==> src/rtl/ksa32_result_stage.sv <==
// Registered output stage for the 32-bit Kogge-Stone adder: 2-entry skid buffer with
// valid/ready handshake, zero flag, and saturating result/carry/overflow statistics.
module ksa32_result_stage #(
  parameter int WIDTH = 32,
  parameter int CNT_W = 16
) (
  input  logic             clk,
  input  logic             rst,
  input  logic             in_valid,
  output logic             in_ready,
  input  logic [WIDTH-1:0] in_sum,
  input  logic             in_cout,
  input  logic             in_ovf,
  output logic             out_valid,
  input  logic             out_ready,
  output logic [WIDTH-1:0] out_sum,
  output logic             out_cout,
  output logic             out_ovf,
  output logic             out_zero,
  input  logic             clr_stats,
  output logic [CNT_W-1:0] res_count,
  output logic [CNT_W-1:0] cout_count,
  output logic [CNT_W-1:0] ovf_count,
  output logic             ovf_sticky
);

  typedef struct packed {
    logic [WIDTH-1:0] sum;
    logic             cout;
    logic             ovf;
    logic             zero;
  } entry_t;

  entry_t main_reg, main_next;
  entry_t skid_reg, skid_next;
  entry_t in_entry;
  logic   main_valid_reg, main_valid_next;
  logic   skid_valid_reg, skid_valid_next;
  logic   in_ready_reg;
  logic   acc, take;

  assign acc      = in_valid & in_ready_reg;
  assign take     = main_valid_reg & out_ready;
  assign in_entry = '{sum: in_sum, cout: in_cout, ovf: in_ovf, zero: (in_sum == '0)};

  always_comb begin
    main_next       = main_reg;
    main_valid_next = main_valid_reg;
    skid_next       = skid_reg;
    skid_valid_next = skid_valid_reg;
    if (take && skid_valid_reg) begin
      main_next       = skid_reg;
      skid_valid_next = 1'b0;
    end else if (acc && (!main_valid_reg || take)) begin
      main_next       = in_entry;
      main_valid_next = 1'b1;
    end else if (take) begin
      main_valid_next = 1'b0;
    end
    // Skid only fills when main is occupied and stalled; in_ready guarantees it is empty.
    if (acc && main_valid_reg && !take) begin
      skid_next       = in_entry;
      skid_valid_next = 1'b1;
    end
  end

  always_ff @(posedge clk or posedge rst) begin
    if (rst) begin
      main_reg       <= '0;
      skid_reg       <= '0;
      main_valid_reg <= 1'b0;
      skid_valid_reg <= 1'b0;
      in_ready_reg   <= 1'b1;
    end else begin
      main_reg       <= main_next;
      skid_reg       <= skid_next;
      main_valid_reg <= main_valid_next;
      skid_valid_reg <= skid_valid_next;
      in_ready_reg   <= !skid_valid_next;
    end
  end

  assign in_ready  = in_ready_reg;
  assign out_valid = main_valid_reg;
  assign out_sum   = main_reg.sum;
  assign out_cout  = main_reg.cout;
  assign out_ovf   = main_reg.ovf;
  assign out_zero  = main_reg.zero;

  // Counter 0: every accept, 1: accepts with carry-out, 2: accepts with overflow.
  logic [2:0]         cnt_inc;
  logic [3*CNT_W-1:0] cnt_flat;
  assign cnt_inc = {in_ovf, in_cout, 1'b1};

  generate
    for (genvar gi = 0; gi < 3; gi++) begin : g_cnt
      logic [CNT_W-1:0] cnt_reg;
      always_ff @(posedge clk or posedge rst) begin
        if (rst) begin
          cnt_reg <= '0;
        end else if (clr_stats) begin
          cnt_reg <= '0;
        end else if (acc && cnt_inc[gi] && (cnt_reg != {CNT_W{1'b1}})) begin
          cnt_reg <= cnt_reg + 1'b1;
        end
      end
      assign cnt_flat[gi*CNT_W +: CNT_W] = cnt_reg;
    end
  endgenerate

  assign res_count  = cnt_flat[0*CNT_W +: CNT_W];
  assign cout_count = cnt_flat[1*CNT_W +: CNT_W];
  assign ovf_count  = cnt_flat[2*CNT_W +: CNT_W];

  logic sticky_reg;
  always_ff @(posedge clk or posedge rst) begin
    if (rst) begin
      sticky_reg <= 1'b0;
    end else if (clr_stats) begin
      sticky_reg <= 1'b0;
    end else if (acc && in_ovf) begin
      sticky_reg <= 1'b1;
    end
  end
  assign ovf_sticky = sticky_reg;

endmodule

==> config.mk <==
export PLATFORM = sky130hd
export DESIGN_NAME = ksa32_result_stage
export DESIGN_NICKNAME = d
export VERILOG_FILES = /design/src/rtl/ksa32_result_stage.sv
export SDC_FILE = /design/constraint.sdc
export NUM_CORES = 1
export LEC_CHECK = 0
export CORE_MARGIN = 3
export CORE_UTILIZATION = 35
export CTS_BUF_LIST = sky130_fd_sc_hd__clkbuf_8
export DETAILED_ROUTE_END_ITERATION = 12
export SLEW_MARGIN = 20
export SYNTH_ARGS = -nofsm -noshare
export SYNTH_HDL_FRONTEND = slang
export SYNTH_SLANG_ARGS = --single-unit
export TNS_END_PERCENT = 5
==> constraint.sdc <==
create_clock -name clk -period 9.5 [get_ports clk]
set_input_delay 1.425 -clock clk [delete_from_list [all_inputs] [get_ports clk]]
set_output_delay 1.425 -clock clk [all_outputs]
set_load 0.05 [all_outputs]
==> impl_table.tex <==
\begin{tabular}{lr}
\hline
Metric & Value \\
\hline
\multicolumn{2}{l}{\textbf{CTS}} \\
Clock sinks & 122 \\
CTS hold repair buffers & 0 \\
Insertion delay of the later-clocked pin in the worst-skew pair & around 0.44 ns \\
Number of buffers inserted to repair setup after CTS & 0 \\
Count of cells resized by post-cts repair & 0 \\
CTS tree & built \\
CTS H-Tree Depth & 4 \\
Clock transition at the registers of the reported paths & 0.07 ns \\
Total clock buffers created by CTS & 17 \\
Root Buffer Master & clkbuf\_8 \\
Number of buffers between clock root and the deepest sink & 2 \\
\multicolumn{2}{l}{\textbf{Global route}} \\
Global route overflow & 0 \\
Maximum number of pins on one net before global-route repair & 71 \\
Initial antenna violation count & 0 \\
First-pass GRT wire length & 23.40 mm \\
Vias in the first global route & 4535 \\
Total global routing track utilization & 0.1643 \\
\multicolumn{2}{l}{\textbf{Power}} \\
Sequential power share & 0.386 \\
Switching share of power & 0.3841 \\
Clock power frac & 0.245 \\
Fraction of power consumed by combinational cells & 0.369 \\
Switching pwr & 0.7673 mW \\
Pwr Total & 1.998 mW \\
Internal power of the cells & 1.231 mW \\
Largest vdd supply drop & 0.2376 mV \\
Pwr per Cell Area & around 270 nW/um\^{}2 \\
Leakage component of the power & 3.198 nW \\
\multicolumn{2}{l}{\textbf{Critical path}} \\
Signal arrival time at the worst endpoint & 1.87 ns \\
Kind of cell adding the most delay to the critical path & buffers and inverters \\
Kind of capture point of the worst setup path & output port \\
Number of buffers and inverters on the critical path & 1 \\
Crit-path max FO & 7 \\
R2r endpoint & res\_count[1] \\
Critical Setup Path Class & reg2out \\
Required time of the worst setup path & 8.08 ns \\
Delay of the slowest cell on the worst path & 0.83 ns \\
Worst Reg-to-Reg Cells & 6 \\
Reg2Reg Setup Slack & 7.49 ns \\
Worst setup startpoint & in\_ready \\
Highest-delay cell along the critical path & clkdlybuf4s50\_1 \\
Cells along the critical path & clkdlybuf4s50\_1 \\
Crit Reg-Reg Startpoint & res\_count[0] \\
Startpoint kind of the worst setup timing path & register \\
\multicolumn{2}{l}{\textbf{Synthesis}} \\
Sequential share of the synthesized area & 0.5460 \\
Number of synthesized flops with an enable pin & 0 \\
Yosys warning count & 0 \\
Number of standard cells after synthesis & 501 \\
Most frequently used cell type in the post-synthesis netlist & dfrtp\_1 \\
Most common flop cell mapped by yosys & dfrtp\_1 \\
Top cells by area, synth & dfrtp\_1 54\%, mux2\_2 7.0\%, a222oi\_1 6.3\% \\
Number of nets in the synthesized netlist & 543 \\
Yosys top cell by area & dfrtp\_1 \\
Mean Syn Cell Area & around 11 sq um \\
Share of flip-flops with an asynchronous set or reset after synthesis & 1.000 \\
Register bit total from synthesis & 122 \\
Number of different library cells in the post-synthesis netlist & 51 \\
Mapped Area & 5594 sq um \\
Most frequent cells after synthesis & 121 x dfrtp\_1, 53 x nor2\_1, 44 x inv\_1 \\
Share of the synthesized area in the top cell type & 0.5413 \\
\multicolumn{2}{l}{\textbf{Status}} \\
Outcome & finished clean \\
\multicolumn{2}{l}{\textbf{Timing}} \\
Minimum hold slack & 0.4928 ns \\
Final critical-path share of the clock period & 0.3472 \\
Setup TNS & 0 ns \\
Total setup violations reported at the end of the flow & 0 \\
Post-Route Skew & 0.009692 ns \\
Worst relative slew slack & 0.4209 \\
Final count of pins violating max slew & 0 \\
Final critical-path required period & 3.298 ns \\
Hold Violations, Final & 0 \\
Worst-margin pin slew & a little under 0.9 ns \\
Setup repair after global routing missed its margin & no \\
Highest Clock Rate & 303.2 MHz \\
\multicolumn{2}{l}{\textbf{Worst hold path}} \\
Hold path depth & 2 \\
Class of the tightest hold or removal check & reg2reg \\
Worst Min Path Start & out\_sum[13] \\
Hold Path Sink & out\_sum[13] \\
\multicolumn{2}{l}{\textbf{Layout}} \\
Layout Nets & 669 \\
Max FFs per register & 35 \\
Area growth from synthesis to final layout & 33.46\% \\
Ant. Diodes & 0 \\
Post-route standard cell area excluding fillers & approximately 7500 sq um \\
Layout cells sized above 1 & 0.1344 \\
\multicolumn{2}{l}{\textbf{Floorplanning}} \\
Die Ht & 132.4 um \\
Initial Utilization & 0.3626 \\
Die area & 17540 sq um \\
Width of the die & 132.4 um \\
Rows & 45 \\
Core ar. & between 15000 and 20000 sq um \\
Number of I/O pins & $\sim$130 \\
\multicolumn{2}{l}{\textbf{Drt}} \\
Drt initial violations & 448 \\
Drc violations & 0 \\
Detailed-route via count & 4486 \\
Post-DRT Antenna Nets & 0 \\
Total length of routed wires & 14.31 mm \\
DR WL/cell & 16.82 um \\
Detailed-route vias per instance & $\sim$5.3 \\
Number of detailed-route iterations in the first pass & 6 \\
\multicolumn{2}{l}{\textbf{Run}} \\
Maxcap violations & 0 \\
\multicolumn{2}{l}{\textbf{Placement}} \\
Cell area after placement & $\sim$7000 sq um \\
Routability Congestion & $\sim$0.81 \\
DPL Wire Length & 9.645 mm \\
Port Buf Inserts & $\sim$120 \\
\hline
\end{tabular}
## metrics by stage
stage | instances | util | worst slack (ns)
after floorplan | 501 | - | 4.834
after global placement | 819 | 0.4564 | 6.152
after detailed placement | 819 | 0.4564 | 6.114
after CTS | 851 | 0.4839 | 6.168
after global routing | 851 | 0.4839 | 6.148
final | 851 | 0.4839 | 6.202
## logic make-up (layout without fill, tap and decap cells)
family | count (synthesis) | count (layout) | synth area share
adders and majority gates | 3 | 3 | 0.006711
and+or+nand+nor | 167 | 167 | 0.1579
xor gates and xnor gates | 33 | 33 | 0.05167
buffers and inverters | 67 | 206 | 0.04965
muxes | 42 | 42 | 0.08387
DFF | 122 | 122 | 0.5460
AOI/OAI and AO/OA | 67 | 67 | 0.1042
## cell type report
cell class | count | area [sq um]
fillers | 1433 | 7961
flip-flops and latches | 122 | 3054
multi-input cells | 312 | 2270
repair buffers | 130 | 1286
clock buffers | 20 | 275.3
well taps | 211 | 264.0
inverters | 44 | 167.7
clock inverters | 12 | 148.9
## placed cells by master, fill, tap and decap left out, drive strengths merged, types with 2 or more instances in the layout
master,netlist,routed
clkdlybuf4s50,0,124
dfrtp,121,121
nor2,53,53
inv,44,46
mux2,36,36
a222oi,35,35
nand2,23,23
clkbuf,17,20
nor4,19,19
xnor2,18,18
nand4,16,16
xor2,15,15
nand3,15,15
nor3,11,11
and3,9,9
a21oi,8,8
mux2i,6,6
and4,6,6
buf,6,6
o211ai,5,5
clkinv,0,5
and2,4,4
o21ai,4,4
o2111ai,3,3
ha,3,3
bufinv,0,3
or3,3,3
o31ai,2,2
or4,2,2
a41oi,2,2
a31oi,2,2
a211oi,2,2
clkinvlp,0,2
a2111oi,2,2
## routing by layer
layer / up-vias / track usage / wire (um)
met5: - / 0 / 0
met1: 2226 / 0.2233 / 6510
met3: 11 / 0.05171 / 1082
met2: 158 / 0.2510 / 6579
li1: 2091 / - / -
met4: 0 / 0.05370 / 141
## how the worst max path moves through the flow
stage / to / slack (ns) / depth (start not counted)
after floorplan: cout_count[0] / 4.83 / 1
after global placement: skid_reg[30] / 6.15 / 5
after detailed placement: skid_reg[31] / 6.11 / 5
after CTS: in_ready / 6.17 / 1
after global routing: in_ready / 6.15 / 1
final: in_ready / 6.20 / 1
## power groups by stage
stage | Combinational (mW) | Clock, mW | Sequential, mW
3_3_place_gp | 0.729 | 0 | 0.772
2_1_floorplan | 0.259 | 0 | 1.01
5_1_grt | 0.787 | 0.523 | 0.787
4_1_cts | 0.745 | 0.505 | 0.770
6_report | 0.737 | 0.490 | 0.770
3_5_place_dp | 0.740 | 0 | 0.777
Note: power is estimated with default switching activity, not from simulation.
==> RTL edit 1 (same settings) <==
Put a register stage on the output `ovf_count`, cleared by the reset. The value now appears one clock later. The other outputs are not delayed to match.
--- a/src/rtl/ksa32_result_stage.sv
+++ b/src/rtl/ksa32_result_stage.sv
@@ -111,5 +111,11 @@
   assign res_count  = cnt_flat[0*CNT_W +: CNT_W];
   assign cout_count = cnt_flat[1*CNT_W +: CNT_W];
-  assign ovf_count  = cnt_flat[2*CNT_W +: CNT_W];
+  always_ff @(posedge clk or posedge rst) begin
+    if (rst) begin
+      ovf_count <= '0;
+    end else begin
+      ovf_count <= cnt_flat[2*CNT_W +: CNT_W];
+    end
+  end
 
   logic sticky_reg;
Check against the original RTL: not equivalent (a bounded check fails within 4 cycles, from zero or initial values and one cycle with rst high).
==> RTL edit 1 against the original RTL <==
- sequential cell count is 16 higher
- power rose by 2.9%
- routed wire length increased by 8.4%
- hold slack got worse by 60 ps
- design area increased by 6.6%
- utilization fell by 1.2 points
- non-clock buffer count shrank 1
- synthesized area is 10% higher
- sequential power increased by 8.6%
- setup slack lost 11 ps
- register-to-register slack worse by 340 ps
- critical endpoint is now skid_reg[6]
- largest power group unchanged
==> RTL edit 1: results (changes against the original RTL) <==
Clock Path Buffers 2 (unchanged); Clock Latency Late Sink 440 ps (about the same); Clock Pin Slew Worst Setup and Hold Paths 70 ps (about the same); post-synthesis sequential area ratio 56.1% (+1.5 points); Leak 3.47 nW (+8.4%); DRT Pass-1 Iters 6 (unchanged); reg2reg setup slack 7150 ps (-340 ps); CP Data Arrival Time 3630 ps (+1760 ps); RePlAce Congestion 0.846 (+4.9%); Worst Slack Setup Final 6190 ps (-10.9 ps); largest net degree at the start of global routing 74 (+4.2%); ant diodes 0 (unchanged); initial DRC count 363 (-19%); CP max FO 35 (+28); Synth Area per Inst 11.4 um^2 (+2.3%); outcome finished, final reports clean; initial antenna violation count 1 (+1); total track usage 16.0% (-0.45 points); synth cell count leaders dfrtp_1 (137), inv_1 (44), mux2_2 (39), a222oi_1 (34), a21oi_1 (32); TritonCTS Buffers 17 (unchanged); Routed WL 15500 um (+8.4%); placed insts 856 (+4.5%); Layout Skew 15.9 ps (+6.25 ps); Syn. warnings 0 (unchanged); global-route wire length before repair 25200 um (+7.6%); share of layout cells above drive strength 1 13.0% (-0.41 points); DRT antenna net count 0 (unchanged); post-CTS setup buffer count 0 (unchanged); dpl cell area 7560 um^2 (+7.4%); Nets 697 (+4.2%); Vias/cell 5.55 (+5.3%); Min Hold Slack 433 ps (-59.8 ps); Mapped Nets 581 (+7.0%); htree depth 4 (unchanged); VDD IR max 195 uV (-18%); hpwl dp 10400 um (+7.9%); synth top area cells dfrtp_1 (56%), mux2_2 (7.1%), a222oi_1 (5.5%); Slew @ Worst Pin 924 ps (+55.0 ps); synth unique cells 55 (+7.8%); number of global-route vias before repair 4953 (+9.2%); Post-Layout Cell Count 888 (+4.3%); post-placement setup slack 5720 ps (-393 ps); clk root buf clkbuf_8
==> RTL edit 1: changes by cell type after synthesis, sizes merged, moves of 10 or more <==
cell	change
nor4	-10
or3	+11
nor2	-32
xor2	-14
dfrtp	+16
o21ai	+13
xnor2	-17
a21oi	+24
==> RTL edit 1: kinds of logic after synthesis <==
family	Yosys count	share of synthesized area, %
mux	43	7.80
flops	138	56.1
compound gates	124	15.3
fa+ha+maj	3	0.610
simple gates	153	14.6
xor+xnor	2	0.284
buf+inv	76	5.28
==> RTL edit 1: final cells by class <==
type                    count  area [um^2]
inverters                  44          170
flip-flops and latches    138         3450
multi-input cells         325         2380
repair buffers            129         1280
fillers                  1539         8920
clock inverters            11          108
clock buffers              21          289
well taps                 220          275
==> RTL edit 1: layer usage <==
layer	part of all wire (%)	global-route usage [%]	vias up
met1	44	20.1	2477
met2	48	26.0	166
met4	0.89	4.38	2
met5	0.084	0	-
met3	7.4	6.10	14
li1	-	-	2271
==> RTL edit 1: where the power goes <==
group / internal [mW] / switching, mW
clock network: 0.257 / 0.220
registers: 0.741 / 0.0954
logic: 0.279 / 0.463
total: 1.28 / 0.779
==> RTL edit 1: path summary, 6_finish.rpt <==
path | from | end | cells past startpoint
max | in_valid | skid_reg[6] | 4
min | g_cnt[2].cnt_reg[1] | ovf_count[1] | 0
max reg2reg | in_ready | skid_reg[6] | 3
min reg2reg | g_cnt[2].cnt_reg[1] | ovf_count[1] | 0
max in group asynchronous | rst | skid_reg[2] | 3
min in group asynchronous | rst | ovf_count[2] | 2
==> RTL edit 1: critical path: stages <==
cell             delay (ps)
clkdlybuf4s50_1         550
and2_1                  320
nand3_2                 740
mux2_2                  570
==> RTL edit 2 (config.mk and constraints unchanged) <==
Made on the original files. Set the parameter `CNT_W` to 32 (it was 16).
--- a/src/rtl/ksa32_result_stage.sv
+++ b/src/rtl/ksa32_result_stage.sv
@@ -3,5 +3,5 @@
 module ksa32_result_stage #(
   parameter int WIDTH = 32,
-  parameter int CNT_W = 16
+  parameter int CNT_W = 32
 ) (
   input  logic             clk,
Ports: changed (resized cout_count, ovf_count and res_count); port bits go from 125 to 173. No check against the original RTL was run, so the function may have changed too.
==> RTL edit 2 against the original RTL <==
- sequential cell count increased by 48
- design area increased by 46%
- routed wire length increased by 56%
- synthesized area increased by 52%
- power increased by 13%
- highest routed layer is now met5
- sequential power increased by 26%
- setup slack got worse by 580 ps
- maximum frequency decreased by 15%
- via count increased by 57%
==> RTL edit 2: results (changes against the original RTL) <==
Sequential Power Share 43.0% (+4.4 points); initial antenna violation count 1 (+1); FF+latch count, synth 170 (+39%); xor-xnor portion of the synthesized cell area 4.41% (-0.75 points); CLK BUF 17 (-15%); Int Power 1.39 mW (+13%); signal buffers share of area 16.3% (-0.89 points); Syn. warnings 0 (unchanged); FF/Latch Area 4260 um^2 (+39%); post-synthesis sequential area ratio 49.9% (-4.7 points); DRT Pass-1 Iters 5 (-1); Synth Area per Inst 10.1 um^2 (-9.8%); Inverters 20 (-55%); multi-input gates 607 (+95%); outcome finished, final reports clean; Non-clk bufs 180 (+38%); VDD IR max 184 uV (-23%); CP max FO 14 (+7); area occupied by multi-input gates 4010 um^2 (+77%); Leak 4.31 nW (+35%); clk tree area frac 3.50% (-2.2 points); synth cell count leaders dfrtp_1 (169), nand2_1 (77), o21ai_0 (60), nor2_1 (59), a21oi_1 (51); P_comb 0.772 mW (+4.7%); Mapped Nets 889 (+64%); hpwl dp 15200 um (+57%); Clock Pin Slew Worst Setup and Hold Paths 100 ps (+30 ps); Via Count 7040 (+57%); Setup TNS Final 0 ps (unchanged); total track usage 17.4% (+0.93 points); largest net degree at the start of global routing 94 (+32%); Logic pwr share 34.1% (-2.8 points); top cell family by delay on the critical path simple AND/OR/NAND/NOR gates; Synth Area in Adders 0.440% (-0.23 points); Post-Layout Cell Count 1327 (+56%); WL/cell 16.8 um (about the same); RePlAce Congestion 0.820 (+1.7%); Clock Path Buffers 2 (unchanged); Layout Skew 21.6 ps (+11.9 ps); CP Data Arrival Time 4250 ps (+2380 ps); slowest CP cell or4_4; share of layout cells above drive strength 1 10.3% (-3.1 points); synth top area cells dfrtp_1 (50%), mux2_2 (4.9%), mux2i_1 (4.2%); Worst path max stage delay 650 ps (-180 ps); IO Port Bufs 172 (+39%)
RTL edit 2: through the flow:
| stage | worst slack [ps] | util [%] | area [um^2] |
|---|---|---|---|
| global placement | 5230 | 44.4 | 10500 |
| finish | 5620 | 46.1 | 10900 |
| global route | 5490 | 46.1 | 10900 |
| detailed placement | 5190 | 44.4 | 10500 |
| CTS | 5670 | 46.0 | 10900 |
| floorplan | 3470 | - | 8530 |
RTL edit 2: worst paths after layout:
path	cells after the start	from	to	slack (ps)
max	6	in_valid	res_count[27]	5620
max reg2reg	6	res_count[0]	res_count[28]	6650
min in group asynchronous	2	rst	cout_count[24]	1530
min	2	out_sum[29]	out_sum[29]	490
min reg2reg	2	out_sum[29]	out_sum[29]	490
max in group asynchronous	3	rst	out_valid	6730
RTL edit 2: layer usage:
layer	vias up	wire, um	part of all wire (%)	global-route usage, %
met5	-	13	0.058	0
met4	2	235	1.1	4.03
met3	19	1680	7.5	5.48
met2	163	10100	45	26.5
met1	3451	10300	46	24.2
li1	3405	-	-	-
